--- src/rtl/ov7670_capture_px.sv ---
// OV7670 byte-bus capture: assembles 1/2-byte pixels, decimates, optionally inverts,
// and writes whole pixels to a frame buffer while tracking frame boundaries and errors.
module ov7670_capture_px #(
    parameter int H_ACTIVE        = 640,
    parameter int V_ACTIVE        = 480,
    parameter int BYTES_PER_PIXEL = 2,
    parameter int DECIM           = 1,
    parameter int ADDR_W          = 19,
    localparam int DATA_W         = 8 * BYTES_PER_PIXEL
) (
    input  logic              pclk,
    input  logic              rst_n,
    input  logic              vsync,
    input  logic              href,
    input  logic [7:0]        din,
    input  logic              capture_en,
    input  logic              invert,
    output logic [ADDR_W-1:0] addr,
    output logic [DATA_W-1:0] dout,
    output logic              we,
    output logic              frame_done,
    output logic [7:0]        frame_cnt,
    output logic              line_err,
    output logic              ovf_err
);

    localparam logic [15:0]       H_LIM      = 16'(H_ACTIVE);
    localparam logic [15:0]       V_LIM      = 16'(V_ACTIVE);
    localparam logic [15:0]       LINE_BYTES = 16'(H_ACTIVE * BYTES_PER_PIXEL);
    localparam logic [15:0]       DECIM_MASK = 16'(DECIM - 1);
    localparam logic              LAST_PHASE = 1'(BYTES_PER_PIXEL - 1);
    localparam logic [ADDR_W:0]   CAPACITY   = (ADDR_W + 1)'((H_ACTIVE / DECIM) * (V_ACTIVE / DECIM));
    localparam logic [ADDR_W:0]   IDX_ONE    = (ADDR_W + 1)'(1);

    typedef enum logic [1:0] {
        WAIT_SYNC = 2'd0,
        SYNC      = 2'd1,
        ACTIVE    = 2'd2
    } state_t;

    state_t              state_r;
    state_t              state_nxt_s;

    logic                armed_r;
    logic                inv_r;
    logic                href_d_r;
    logic                phase_r;
    logic [15:0]         hcnt_r;
    logic [15:0]         vcnt_r;
    logic [15:0]         line_bytes_r;
    logic [DATA_W-1:0]   pix_acc_r;
    logic [ADDR_W:0]     wr_idx_r;
    logic [ADDR_W-1:0]   addr_r;
    logic [DATA_W-1:0]   dout_r;
    logic                we_r;
    logic                frame_done_r;
    logic [7:0]          frame_cnt_r;
    logic                line_err_r;
    logic                ovf_err_r;

    logic                active_s;
    logic                frame_end_s;
    logic                byte_s;
    logic                pix_done_s;
    logic                line_end_s;
    logic                pos_ok_s;
    logic                wr_req_s;
    logic                cap_full_s;
    logic [DATA_W-1:0]   pix_next_s;

    function automatic logic [DATA_W-1:0] format_pixel(input logic [DATA_W-1:0] pix, input logic inv);
        return inv ? ~pix : pix;
    endfunction

    // Counters saturate so an overlong line cannot wrap back into the active window.
    function automatic logic [15:0] sat_inc(input logic [15:0] v);
        return (v == 16'hFFFF) ? v : v + 16'd1;
    endfunction

    // State register.
    always_ff @(posedge pclk or negedge rst_n) begin
        if (!rst_n) begin
            state_r <= WAIT_SYNC;
        end else begin
            state_r <= state_nxt_s;
        end
    end

    // Next-state logic and per-cycle datapath strobes.
    always_comb begin
        state_nxt_s = state_r;
        case (state_r)
            WAIT_SYNC: begin
                if (vsync) state_nxt_s = SYNC;
                else       state_nxt_s = WAIT_SYNC;
            end
            SYNC: begin
                if (!vsync) state_nxt_s = ACTIVE;
                else        state_nxt_s = SYNC;
            end
            ACTIVE: begin
                if (vsync) state_nxt_s = SYNC;
                else       state_nxt_s = ACTIVE;
            end
            default: state_nxt_s = WAIT_SYNC;
        endcase

        active_s    = (state_r == ACTIVE) && !vsync;
        frame_end_s = (state_r == ACTIVE) && vsync;
        byte_s      = active_s && href;
        pix_done_s  = byte_s && (phase_r == LAST_PHASE);
        line_end_s  = active_s && href_d_r && !href;
        // Position test uses the column index before this pixel's increment.
        pos_ok_s    = ((hcnt_r & DECIM_MASK) == 16'd0) && ((vcnt_r & DECIM_MASK) == 16'd0) &&
                      (hcnt_r < H_LIM) && (vcnt_r < V_LIM);
        wr_req_s    = pix_done_s && armed_r && pos_ok_s;
        cap_full_s  = (wr_idx_r == CAPACITY);
        pix_next_s  = DATA_W'({pix_acc_r, din});
    end

    // Datapath: frame arming, byte assembly, write generation and status flags.
    always_ff @(posedge pclk or negedge rst_n) begin
        if (!rst_n) begin
            armed_r      <= 1'b0;
            inv_r        <= 1'b0;
            href_d_r     <= 1'b0;
            phase_r      <= 1'b0;
            hcnt_r       <= 16'd0;
            vcnt_r       <= 16'd0;
            line_bytes_r <= 16'd0;
            pix_acc_r    <= '0;
            wr_idx_r     <= '0;
            addr_r       <= '0;
            dout_r       <= '0;
            we_r         <= 1'b0;
            frame_done_r <= 1'b0;
            frame_cnt_r  <= 8'd0;
            line_err_r   <= 1'b0;
            ovf_err_r    <= 1'b0;
        end else begin
            we_r         <= 1'b0;
            frame_done_r <= 1'b0;
            href_d_r     <= active_s ? href : 1'b0;
            if (state_r == SYNC) begin
                armed_r      <= capture_en;
                inv_r        <= invert;
                phase_r      <= 1'b0;
                hcnt_r       <= 16'd0;
                vcnt_r       <= 16'd0;
                line_bytes_r <= 16'd0;
                wr_idx_r     <= '0;
                line_err_r   <= 1'b0;
                ovf_err_r    <= 1'b0;
            end else if (frame_end_s) begin
                if (armed_r) begin
                    frame_done_r <= 1'b1;
                    frame_cnt_r  <= frame_cnt_r + 8'd1;
                end
            end else if (byte_s) begin
                line_bytes_r <= sat_inc(line_bytes_r);
                pix_acc_r    <= pix_next_s;
                if (pix_done_s) begin
                    phase_r <= 1'b0;
                    hcnt_r  <= sat_inc(hcnt_r);
                    if (wr_req_s) begin
                        if (cap_full_s) begin
                            ovf_err_r <= 1'b1;
                        end else begin
                            we_r     <= 1'b1;
                            addr_r   <= wr_idx_r[ADDR_W-1:0];
                            dout_r   <= format_pixel(pix_next_s, inv_r);
                            wr_idx_r <= wr_idx_r + IDX_ONE;
                        end
                    end
                end else begin
                    phase_r <= phase_r + 1'b1;
                end
            end else if (line_end_s) begin
                // A partial pixel at line end is simply dropped with the phase reset.
                if (line_bytes_r != LINE_BYTES) begin
                    line_err_r <= 1'b1;
                end
                vcnt_r       <= sat_inc(vcnt_r);
                hcnt_r       <= 16'd0;
                phase_r      <= 1'b0;
                line_bytes_r <= 16'd0;
            end
        end
    end

    assign addr       = addr_r;
    assign dout       = dout_r;
    assign we         = we_r;
    assign frame_done = frame_done_r;
    assign frame_cnt  = frame_cnt_r;
    assign line_err   = line_err_r;
    assign ovf_err    = ovf_err_r;

endmodule
--- config.mk ---
export PLATFORM = sky130hd
export DESIGN_NAME = ov7670_capture_px
export DESIGN_NICKNAME = d
export VERILOG_FILES = /design/src/rtl/ov7670_capture_px.sv
export SDC_FILE = /design/constraint.sdc
export NUM_CORES = 1
export LEC_CHECK = 0
export BUFFER_PORTS_ARGS = -buffer_cell sky130_fd_sc_hd__buf_4
export CORE_ASPECT_RATIO = 0.5
export CORE_MARGIN = 2
export CORE_UTILIZATION = 59
export CTS_CLUSTER_SIZE = 20
export DETAILED_ROUTE_END_ITERATION = 8
export PLACE_DENSITY_LB_ADDON = 0.12
export REMOVE_ABC_BUFFERS = 1
export SYNTH_ARGS = -nofsm -noshare
export SYNTH_HDL_FRONTEND = slang
export SYNTH_SLANG_ARGS = --single-unit
--- constraint.sdc ---
create_clock -name pclk -period 2.9 [get_ports pclk]
set_input_delay 0.58 -clock pclk [delete_from_list [all_inputs] [get_ports pclk]]
set_output_delay 0.58 -clock pclk [all_outputs]
set_load 0.01 [all_outputs]
# After elaboration in Yosys (flattened, before gate mapping)
# Cells that the tools add are included.
# totals
reg_bits	129
inputBits	14
output_inout_bits	47
word_cells	124
# op_classes
add_sub_neg	6
n_lt_le_gt_ge	2
n_eq_ne	14
n_mux	51
bitwise_logic	4
reduce_logical	30
# op_table
cell	count
two-way mux 16 bit	16
two-way mux 20 bit	6
adder 16 x 1 -> 16 bit (second input constant)	3
== test 16 bit (second input constant)	3
two-way mux 1 bit	27
adder 20 x 1 -> 20 bit (second input constant)	1
== test 20 x 19 -> 1 bit (second input constant)	1
< comparator 16 x 10 -> 1 bit (second input constant)	1
< comparator 16 x 9 -> 1 bit (second input constant)	1
!= test 16 x 11 -> 1 bit (second input constant)	1
inverter 16 bit	1
AND reduction 4 bit	3
nonzero test 2 bit	6
AND reduction 5 bit	2
logical AND 1 bit	9
AND reduction 3 bit	3
adder 8 x 1 -> 8 bit (second input constant)	1
!= test 2 x 1 -> 1 bit (second input constant)	3
!= test 3 bit (second input constant)	2
AND reduction 6 bit	1
case mux 2 bit (2 select lines)	1
!= test 3 x 1 -> 1 bit (second input constant)	1
inverter 1 bit	3
nonzero test 3 bit	1
9 further kinds	10

# Longest topological paths before layout
# Gate-level depths: netlist (run 1).
# logic_depth
depth_word	11
ltp_mapped	9
depth_no_buf	7

# Worst setup path after synthesis (run 1)
# No wires, ideal clock.
# synth_path
kind	register to register
from	register wr_idx_r[0]
to	register addr_r[17] (netlist: addr[17])
arrival_time_ns	2.299
slack_ns	0.476
stages_incl_launch_ff	8
n_path_buf	1
synth_period_minus_slack_ns	2.424
cell_sequence	dfrtp_1 > inv_1 > ha_1 > or4bb_1 > or3_4 > o2111ai_4 > buf_2 > mux2_2
# synth_between
elab_chain_cells	3
# synth_rtl
element	line_no	source
from (decl)	52	logic [ADDR_W:0] wr_idx_r;
from (signal assigned)	172	wr_idx_r <= wr_idx_r + IDX_ONE;
== test 20 x 19 -> 1 bit	117	cap_full_s = (wr_idx_r == CAPACITY);
inverter 1 bit (no line)	n/a	
AND reduction 6 bit (no line)	n/a	
to (signal assigned)	170	addr_r <= wr_idx_r[ADDR_W-1:0];
to (decl)	53	logic [ADDR_W-1:0] addr_r;
# No other way between the ends.
# A chain may end at the register's enable or synchronous reset.

# Worst setup path in the final report (run 1)
# layout_path
from	register wr_idx_r[0]
to	register wr_idx_r[2]
# layout_between
elab_chain_cells	7
word_cells_on_any_way	10
# layout_rtl
element	line_no	source
adder 20 x 1 -> 20 bit	172	
two-way mux 20 bit	166	if (cap_full_s) begin
two-way mux 20 bit	165	if (wr_req_s) begin
two-way mux 20 bit	162	if (pix_done_s) begin
two-way mux 20 bit	159	end else if (byte_s) begin
two-way mux 20 bit	154	end else if (frame_end_s) begin
two-way mux 20 bit	144	if (state_r == SYNC) begin
# Several ways; a longest one is shown, not always the timed one. The select of a mux whose other input is x is not followed.

==> reports/qor.txt, run 1 <==
hpwl dp -> 9.46 mm
Worst-Margin Slew -> 0.906 ns
1st-iter DRT viols -> 374
clock sink count -> 129
# port buffers -> 60
sequential area share after synthesis -> 50.3%
combinational share of power -> 19.0%
DIE WIDTH -> 152 um
top_reg_cell synth -> dfrtp_1
GRT Residual Overflow -> 0
num rows -> 26
pins over their slew limit -> 0
Pre-Repair DR Iteration Count -> 5
outcome -> completed
EDFF count, synth -> 0
CTS buffer count -> 17
WL/cell -> 16.3 um
CP startpoint kind -> register
internal power -> 0.00378 W
Die Y -> 77.8 um
diode count -> 0
hold_ws -> 0.0348 ns
Setup-failing EPs final -> 0
global-route wire length before repair -> 24.0 mm
Avg Inst Size Synth -> 9.84 um2
switching pwr -> 0.00161 W
Yosys reg bits -> 129
fin cells -> 873
initial core utilization -> 61.7%
Worst-Skew Late Latency -> 0.41 ns
Leak -> 3.45 nW
antenna-violating nets left -> 0
slowest stage cell, crit path -> or4bb_1
Peak Freq -> 371 MHz
Tcrit/Tclk final -> 92.8%
layout cells sized above 1 -> 20.2%
area delta synth->final -> 19.8%
vias per inst -> 5.92
Hold Path Class -> in2async
hold buffers post-CTS -> 0
Clock Tree Buf Depth -> 2
fin area -> 7690 um2
via count -> 5172
Max-slew headroom -> 39.2%
routability cong. -> 0.846
Max-Cap Viols -> 0
clk root buf -> clkbuf_16
power per cell area -> 700 nW/um2
Final Net Count -> 745
share of power burned in registers -> 39.2%
postcts setup bufs -> 0
Hold Fails Final Rpt -> 0
synth unique cells -> 51
CP max stage delay -> 0.53 ns
placed inst area -> 7060 um2
largest net degree at the start of global routing -> 78
Core Area -> 10400 um2
Synth async-reset ratio -> 100%
GRT Util Overall -> 25.8%
initial antenna violation count -> 0
commonest non-fill, non-tap cell in the layout -> dfrtp_1
minimum clock period -> 2.69 ns
required time of the critical path -> 3.19 ns
Die ar. -> 11800 um2
Setup Skew -> 0.00924 ns
worst-path fanout max -> 23
Switching Fraction -> 29.8%
residual DRC count -> 0
CP endpoint kind -> register
TritonCTS clock tree -> built
commonest non-fill, non-tap cells in the layout -> dfrtp_1 (129), nand2_1 (83), buf_4 (77)
Max IR drop VDD -> 0.443 mV
vias in the first global route -> 4939
Post-Syn Area -> 6420 um2
htree depth -> 4
critical path class -> reg2reg
DP Cell Count -> 841
Clk pwr share -> 41.8%
Boundary Pins -> 61
Reg clk slew, reported paths -> 0.06 ns
WP data arrival -> 2.98 ns
Syn. warnings -> 0
post-layout util -> 73.9%
final setup TNS -> 0 ns
CP cell instances -> inv_1, ha_1, or4bb_1, or3_4, o211ai_4, buf_4, nor2_1, mux2_2
RSZ-0062 raised after global routing -> no
PostCTS Resize Cnt -> 0
Post-Syn Instances -> 653
final WL -> 14.2 mm
-- worst paths after layout --
| kind | start | endpoint | slack [ns] | depth (start not counted) |
|---|---|---|---|---|
| worst max-delay path | wr_idx_r[0] | wr_idx_r[2] | 0.21 | 8 |
| worst min register to register | dout[10] | dout[10] | 0.48 | 2 |
| max in group asynchronous | rst_n | dout[6] | 2.13 | 2 |
| min in group pclk | din[2] | pix_acc_r[2] | 0.37 | 3 |
| worst min-delay path | rst_n | addr[9] | 0.03 | 1 |
| worst max register to register | wr_idx_r[0] | wr_idx_r[2] | 0.21 | 8 |
-- cells by family after synthesis --
group                      after synthesis  synth area share (%)
xor gates and xnor gates                40                  5.45
muxes                                   29                  5.03
adders and majority gates               11                  2.14
DFF                                    129                  50.3
and+or+nand+nor                        279                  23.1
buffers and inverters                   48                  3.16
AOI/OAI and AO/OA                      117                  10.9
-- flip-flops by register name, summed over array words and instances (netlist names) --
signal        flops
state_r           2
frame_cnt         8
phase_r           1
href_d_r          1
line_err          1
we                1
wr_idx_r         20
hcnt_r           16
dout             16
ovf_err           1
armed_r           1
addr             19
line_bytes_r     16
pix_acc_r         8
vcnt_r           16
frame_done        1
inv_r             1
-- worst max-delay path: cells and delay by family, from the launching register on --
| kind | cells | cell delay (ns) |
|---|---|---|
| adders and majority gates | 1 | 0.16 |
| DFF | 1 | 0.41 |
| and+or+nand+nor | 3 | 0.98 |
| AOI/OAI and AO/OA | 1 | 0.34 |
| buffers and inverters | 2 | 0.42 |
| muxes | 1 | 0.26 |
-- routing by layer --
layer  share of wire (%)  vias to the layer above  GRT usage (%)
li1                    -                     2474              -
met1                  46                     2541           34.7
met2                  48                      138           42.4
met3                 4.6                       19           4.94
met4                 1.2                        0           8.43
met5                   0                        -              0
-- Yosys cell counts (12+ instances only) --
| library cell | number | area [um2] |
|---|---|---|
| nand3_1 | 25 | 125 |
| xnor2_1 | 37 | 324 |
| inv_1 | 18 | 67.6 |
| mux2_2 | 23 | 259 |
| o21ai_0 | 49 | 245 |
| clkbuf_1 | 21 | 78.8 |
| nand4_1 | 21 | 131 |
| nand2_1 | 83 | 312 |
| or3_1 | 25 | 156 |
| dfrtp_1 | 129 | 3230 |
| nor2_1 | 42 | 158 |
| nor3_1 | 12 | 60.1 |
| a21oi_1 | 38 | 190 |
| nor4_1 | 15 | 93.8 |
-- area by class of cell --
class | count | area (um2)
clock buffer | 19 | 453
clock inverter | 13 | 175
fill | 743 | 2720
inverter | 18 | 67.6
multi-input combinational | 476 | 3000
sequential | 129 | 3230
tap | 140 | 175
timing repair buffer | 78 | 598
-- stage by stage --
stage               total power (W)  setup slack, ns
CTS                         0.00542            0.222
global placement            0.00311            0.326
floorplan                   0.00276           -0.365
global route                0.00565            0.110
finish                      0.00538            0.207
detailed placement          0.00315            0.266
-- power groups by stage --
stage	sequential [W]	combinational, W	clock, W
after global placement	0.00213	0.000981	0
after detailed placement	0.00214	0.00101	0
after global routing	0.00213	0.00116	0.00237
after floorplan	0.00210	0.000655	0
final	0.00211	0.00102	0.00225
after CTS	0.00211	0.00103	0.00228
No activity file was read; power rests on OpenSTA's default activity.
==> run 2, diff against run 1 <==
ABC_AREA = 1   (was default)
CORE_UTILIZATION = 61   (was 59)
==> run 2 against run 1 <==
Compared with the run above: non-clock buffer count decreased by 3; sequential power about the same; maximum frequency up 13%; critical path type unchanged; highest routed layer unchanged.
==> reports/qor.txt, run 2 <==
outcome -> completed
final WL -> 18.8 mm
required time of the critical path -> 3.20 ns
Post-Syn Area -> 7620 um2
Pre-Repair DR Iteration Count -> 5
Biggest register -> wr_idx_r
Max-slew headroom -> 38.1%
Core Area -> 12000 um2
Post-synth top cells -> nand2_1 (303), dfrtp_1 (129), nor2_1 (113)
residual DRC count -> 0
CP startpoint kind -> register
layout cells sized above 1 -> 13.2%
global-route wire length before repair -> 32.1 mm
clock sink count -> 129
DIE WIDTH -> 162 um
Setup WS post-layout -> 0.528 ns
Clock Tree Buf Depth -> 2
max reg flops -> 20
GRT Residual Overflow -> 0
Worst-Skew Late Latency -> 0.42 ns
commonest non-fill, non-tap cells in the layout -> nand2_1 (303), dfrtp_1 (129), nor2_1 (113)
WL/cell -> 14.9 um
synth unique cells -> 38
htree depth -> 4
Post-Syn Instances -> 1027
Hold Fails Final Rpt -> 0
num rows -> 28
post-layout util -> 73.2%
Avg Inst Size Synth -> 7.42 um2
commonest non-fill, non-tap cell in the layout -> nand2_1
Final Net Count -> 1105
diode count -> 0
antenna-violating nets left -> 0
initial core utilization -> 63.6%
hold buffers post-CTS -> 0
critical path class -> reg2reg
postcts setup bufs -> 0
Boundary Pins -> 61
via count -> 6977
WP data arrival -> 2.67 ns
hpwl dp -> 12.8 mm
GRT Util Overall -> 29.5%
sequential area share after synthesis -> 42.4%
Max-Cap Viols -> 0
Peak Freq -> 422 MHz
Setup-failing EPs final -> 0
# port buffers -> 60
TritonCTS clock tree -> built
total power -> 0.00581 W
1st-iter DRT viols -> 550
top_reg_cell synth -> dfrtp_1
routability cong. -> 0.962
Setup Skew -> 0.0119 ns
EDFF count, synth -> 0
Leak -> 4.17 nW
cell accounting for the most synthesized area -> dfrtp_1
vias per inst -> 5.55
clk root buf -> clkbuf_16
Tcrit/Tclk final -> 81.8%
power per cell area -> 663 nW/um2
Yosys reg bits -> 129
fin area -> 8770 um2
CP endpoint kind -> register
Die ar. -> 13400 um2
placed inst area -> 8130 um2
RSZ-0062 raised after global routing -> no
Hold Path Class -> in2async
Max IR drop VDD -> 0.518 mV
Reg clk slew, reported paths -> 0.06 ns
cell with the most instances after synthesis -> nand2_1
Synth async-reset ratio -> 100%
post-synth top area share -> 42.4%
initial antenna violation count -> 0
Syn. warnings -> 0
minimum clock period -> 2.37 ns
worst-path fanout max -> 29
Worst-Margin Slew -> 0.929 ns
largest net degree at the start of global routing -> 52
pre-CTS WS -> 0.605 ns
most area-consuming cells after synthesis -> dfrtp_1 (42%), nand2_1 (15%), nand3_1 (6.0%)
vias in the first global route -> 6675
number of fill cells in the layout -> 947
CTS buffer count -> 17
area delta synth->final -> 15.1%
PostCTS Resize Cnt -> 0
pins over their slew limit -> 0
Die Y -> 83.0 um
==> run 2: report_power, final <==
part	switching [W]	leakage [nW]	internal, W
registers	0.000199	1.69	0.00195
clock network	0.000861	0.306	0.00148
logic	0.000893	2.17	0.000432
total	0.00195	4.17	0.00386
==> run 2: path summary, 6_finish.rpt <==
kind                                 start         end  slack (ns)  cells after the start
worst min register to register    addr[13]    addr[13]        0.48                      2
worst max-delay path            state_r[0]   vcnt_r[3]        0.53                     10
min in group pclk                    vsync  state_r[1]        0.34                      2
max in group asynchronous            rst_n     dout[1]        1.97                      2
worst max register to register  state_r[0]   vcnt_r[3]        0.53                     10
worst min-delay path                 rst_n    addr[15]        0.16                      1
==> run 2: cell type report <==
class,instances,area [um2],area share (%)
multi-input combinational,741,3680,42.0
inverter,116,438,4.99
timing repair buffer,75,576,6.56
clock inverter,13,196,2.24
clock buffer,19,443,5.05
sequential,129,3230,36.8
tap,165,206,2.35
==> run 2: cells by family after synthesis <==
logic type	count (synthesis)	share of synthesized area, %
xor+xnor	41	4.71
fa+ha+maj	11	1.81
simple gates	616	36.2
mux	9	1.33
buf+inv	157	9.27
compound gates	64	4.32
flops	129	42.4
==> run 2: through the flow <==
stage	TNS, ns	hold slack [ns]	std cells
6_report	0	0.165	1258
5_1_grt	0	0.221	1258
4_1_cts	0	0.190	1258
3_5_place_dp	0	0.467	1226
3_3_place_gp	0	0.464	1226
2_1_floorplan	-8.06	0.284	986
==> run 2: layer usage <==
layer  global-route usage (%)  routed length (um)
met1                     38.2                8160
met2                     51.1                9320
met3                     4.55                 941
met4                     9.33                 343
met5                        0                   0
==> run 2: critical path, cell delays in order (launching register included) <==
cell and delay [ns]:
dfrtp_1 0.40, inv_1 0.09, ha_1 0.20, nand3_2 0.28, nor2_2 0.41, nor2_1 0.18, nand2_1 0.09, buf_4 0.28
inv_1 0.15, nand2_1 0.10, nand2_1 0.06
==> run 3, diff against run 2 <==
ABC_AREA = 0   (was 1)
CORE_UTILIZATION = 54   (was 61)
clock period = 2.1 ns   (was 2.9 ns; I/O delays follow)
==> run 3 against run 2 <==
Compared with the run above: the run now ends with setup timing left; critical path depth is 2 lower; worst setup slack got worse by 0.82 ns; sequential power up 35%; largest cell class unchanged; maximum frequency shrank 0.84%; via count down 17%; largest power group is now sequential cells.
==> reports/qor.txt, run 3 (same netlist as run 1, synthesis figures left out) <==
global-route wire length before repair -> 26.2 mm
diode count -> 0
Biggest register -> wr_idx_r
Clock Tree Buf Depth -> 2
GRT Util Overall -> 26.4%
Worst-Margin Slew -> 0.441 ns
layout cells sized above 1 -> 36.2%
minimum clock period -> 2.39 ns
vias in the first global route -> 5384
Tcrit/Tclk final -> 114%
failing checks -> setup timing
Max-slew headroom -> 70.6%
# port buffers -> 60
max reg flops -> 20
commonest non-fill, non-tap cells in the layout -> buf_4 (160), dfrtp_1 (128), nand2_1 (81)
WL/cell -> 16.8 um
clock sink count -> 129
power per cell area -> 862 nW/um2
fin cells -> 1011
WP data arrival -> 2.70 ns
via count -> 5765
Peak Freq -> 418 MHz
Die Y -> 81.1 um
Final Net Count -> 858
largest net degree at the start of global routing -> 54
initial antenna violation count -> 0
required time of the critical path -> 2.41 ns
origin of the critical flop-to-flop path -> wr_idx_r[0]
Max IR drop VDD -> 0.603 mV
routability cong. -> 0.830
1st-iter DRT viols -> 376
final setup TNS -> -12.67 ns
critical path class -> reg2reg
Hold Path Class -> in2reg
commonest non-fill, non-tap cell in the layout -> buf_4
R2R Setup Slk -> -0.29 ns
Critical Path Source -> wr_idx_r[0]
GRT Residual Overflow -> 0
Worst-Skew Late Latency -> 0.43 ns
vias per inst -> 5.70
residual DRC count -> 0
num rows -> 28
Core Area -> 11700 um2
Leak -> 4.20 nW
initial core utilization -> 54.9%
final WL -> 17.0 mm
CP cell instances -> inv_2, ha_4, or4bb_1, or3_4, o2111ai_4, buf_12, buf_12, mux2_4
Reg clk slew, reported paths -> 0.07 ns
number of fill cells in the layout -> 770
outcome -> complete, but fails checks
CTS buffer count -> 17
worst-path fanout max -> 7
hold_sp -> din[7]
DIE WIDTH -> 158 um
slowest stage cell, crit path -> or4bb_1
RSZ-0062 raised after global routing -> yes
fin area -> 9080 um2
Most common cell on crit path -> buf_12
hpwl dp -> 10.3 mm
CP max stage delay -> 0.42 ns
Pre-Repair DR Iteration Count -> 5
Max-Cap Viols -> 0
Die ar. -> 12800 um2
CP startpoint kind -> register
htree depth -> 4
Setup WS post-layout -> -0.293 ns
DP Cell Count -> 944
Boundary Pins -> 61
area delta synth->final -> 41.4%
CP endpoint kind -> register
pins over their slew limit -> 0
Setup Skew -> 0.0111 ns
Setup-failing EPs final -> 59
clk root buf -> clkbuf_16
placed inst area -> 7720 um2
TritonCTS clock tree -> built
Hold Fails Final Rpt -> 0
antenna-violating nets left -> 0
run 3: changes by cell type in the layout (fill, tap and decap cells not counted), moves of 13 or more:
cell     change
a21oi_1     +28
nor2_1      -71
nand2_1    -222
or3_1       +22
nor3_1      -13
xor2_1      -16
xnor2_1     +15
buf_6       +16
mux2_4      +16
nand3_1     -67
nand4_1     -35
buf_4       +86
o21ai_1     -15
inv_1       -94
run 3: path summary, 6_finish.rpt:
| check | cells after the start | end |
|---|---|---|
| min in group asynchronous | 2 | line_bytes_r[14] |
| min reg2reg | 2 | dout[7] |
| max | 8 | addr[18] |
| max reg2reg | 8 | addr[18] |
| max in group asynchronous | 3 | hcnt_r[11] |
| min | 3 | pix_acc_r[7] |
run 3: critical path, delay by kind of cell (launching register included):
kind / cells / cell delay, ns
flip-flops: 1 / 0.40
AO/OA/AOI/OAI: 1 / 0.27
AND/OR/NAND/NOR: 2 / 0.80
adder cells (fa/ha/maj): 1 / 0.13
buffers and inverters: 3 / 0.38
multiplexers: 1 / 0.30
run 3: what timing repair did:
action / 4_1_cts / 5_1_grt
pin swaps: 12 / 22
endpoints found under the hold margin: 28 / 0
cloned: 2 / 2
hold buffers: 1 / 0
buffers inserted: 15 / 16
endpoints found under the setup margin: 87 / 87
gates resized for setup: 53 / 58
run 3: stage by stage:
| stage | util [%] | hold WS [ns] | power (W) | setup slack, ns |
|---|---|---|---|---|
| 6_report | 77.6 | 0.195 | 0.00783 | -0.293 |
| 3_3_place_gp | 66.0 | 0.397 | 0.00447 | -0.363 |
| 2_1_floorplan | - | 0.124 | 0.00381 | -1.16 |
| 3_5_place_dp | 66.0 | 0.398 | 0.00454 | -0.429 |
| 4_1_cts | 74.2 | 0.191 | 0.00758 | -0.269 |
| 5_1_grt | 77.6 | 0.205 | 0.00817 | -0.350 |
run 3: layout make-up:
cell class                      count  area, um2  area share, %
Clock inverter                     15        140           1.54
Multi-Input combinational cell    478       3380           37.2
Timing Repair Buffer              189       1630           18.0
Inverter                           18       67.6          0.744
Sequential cell                   129       3230           35.5
Tap cell                          165        206           2.27
Clock buffer                       17        425           4.68
run 3: per-layer routing:
layer	wire length, um	track usage, %	part of all wire (%)
met5	0	0	0
met4	302	8.38	1.8
met3	798	5.66	4.7
met2	8380	44.3	49
met1	7490	34.7	44
run 3: power by group:
part | internal, W | total [W] | leakage, nW | switching [W]
Combinational | 0.000978 | 0.00208 | 2.15 | 0.00110
Clock | 0.00157 | 0.00286 | 0.271 | 0.00129
Sequential | 0.00267 | 0.00289 | 1.78 | 0.000223
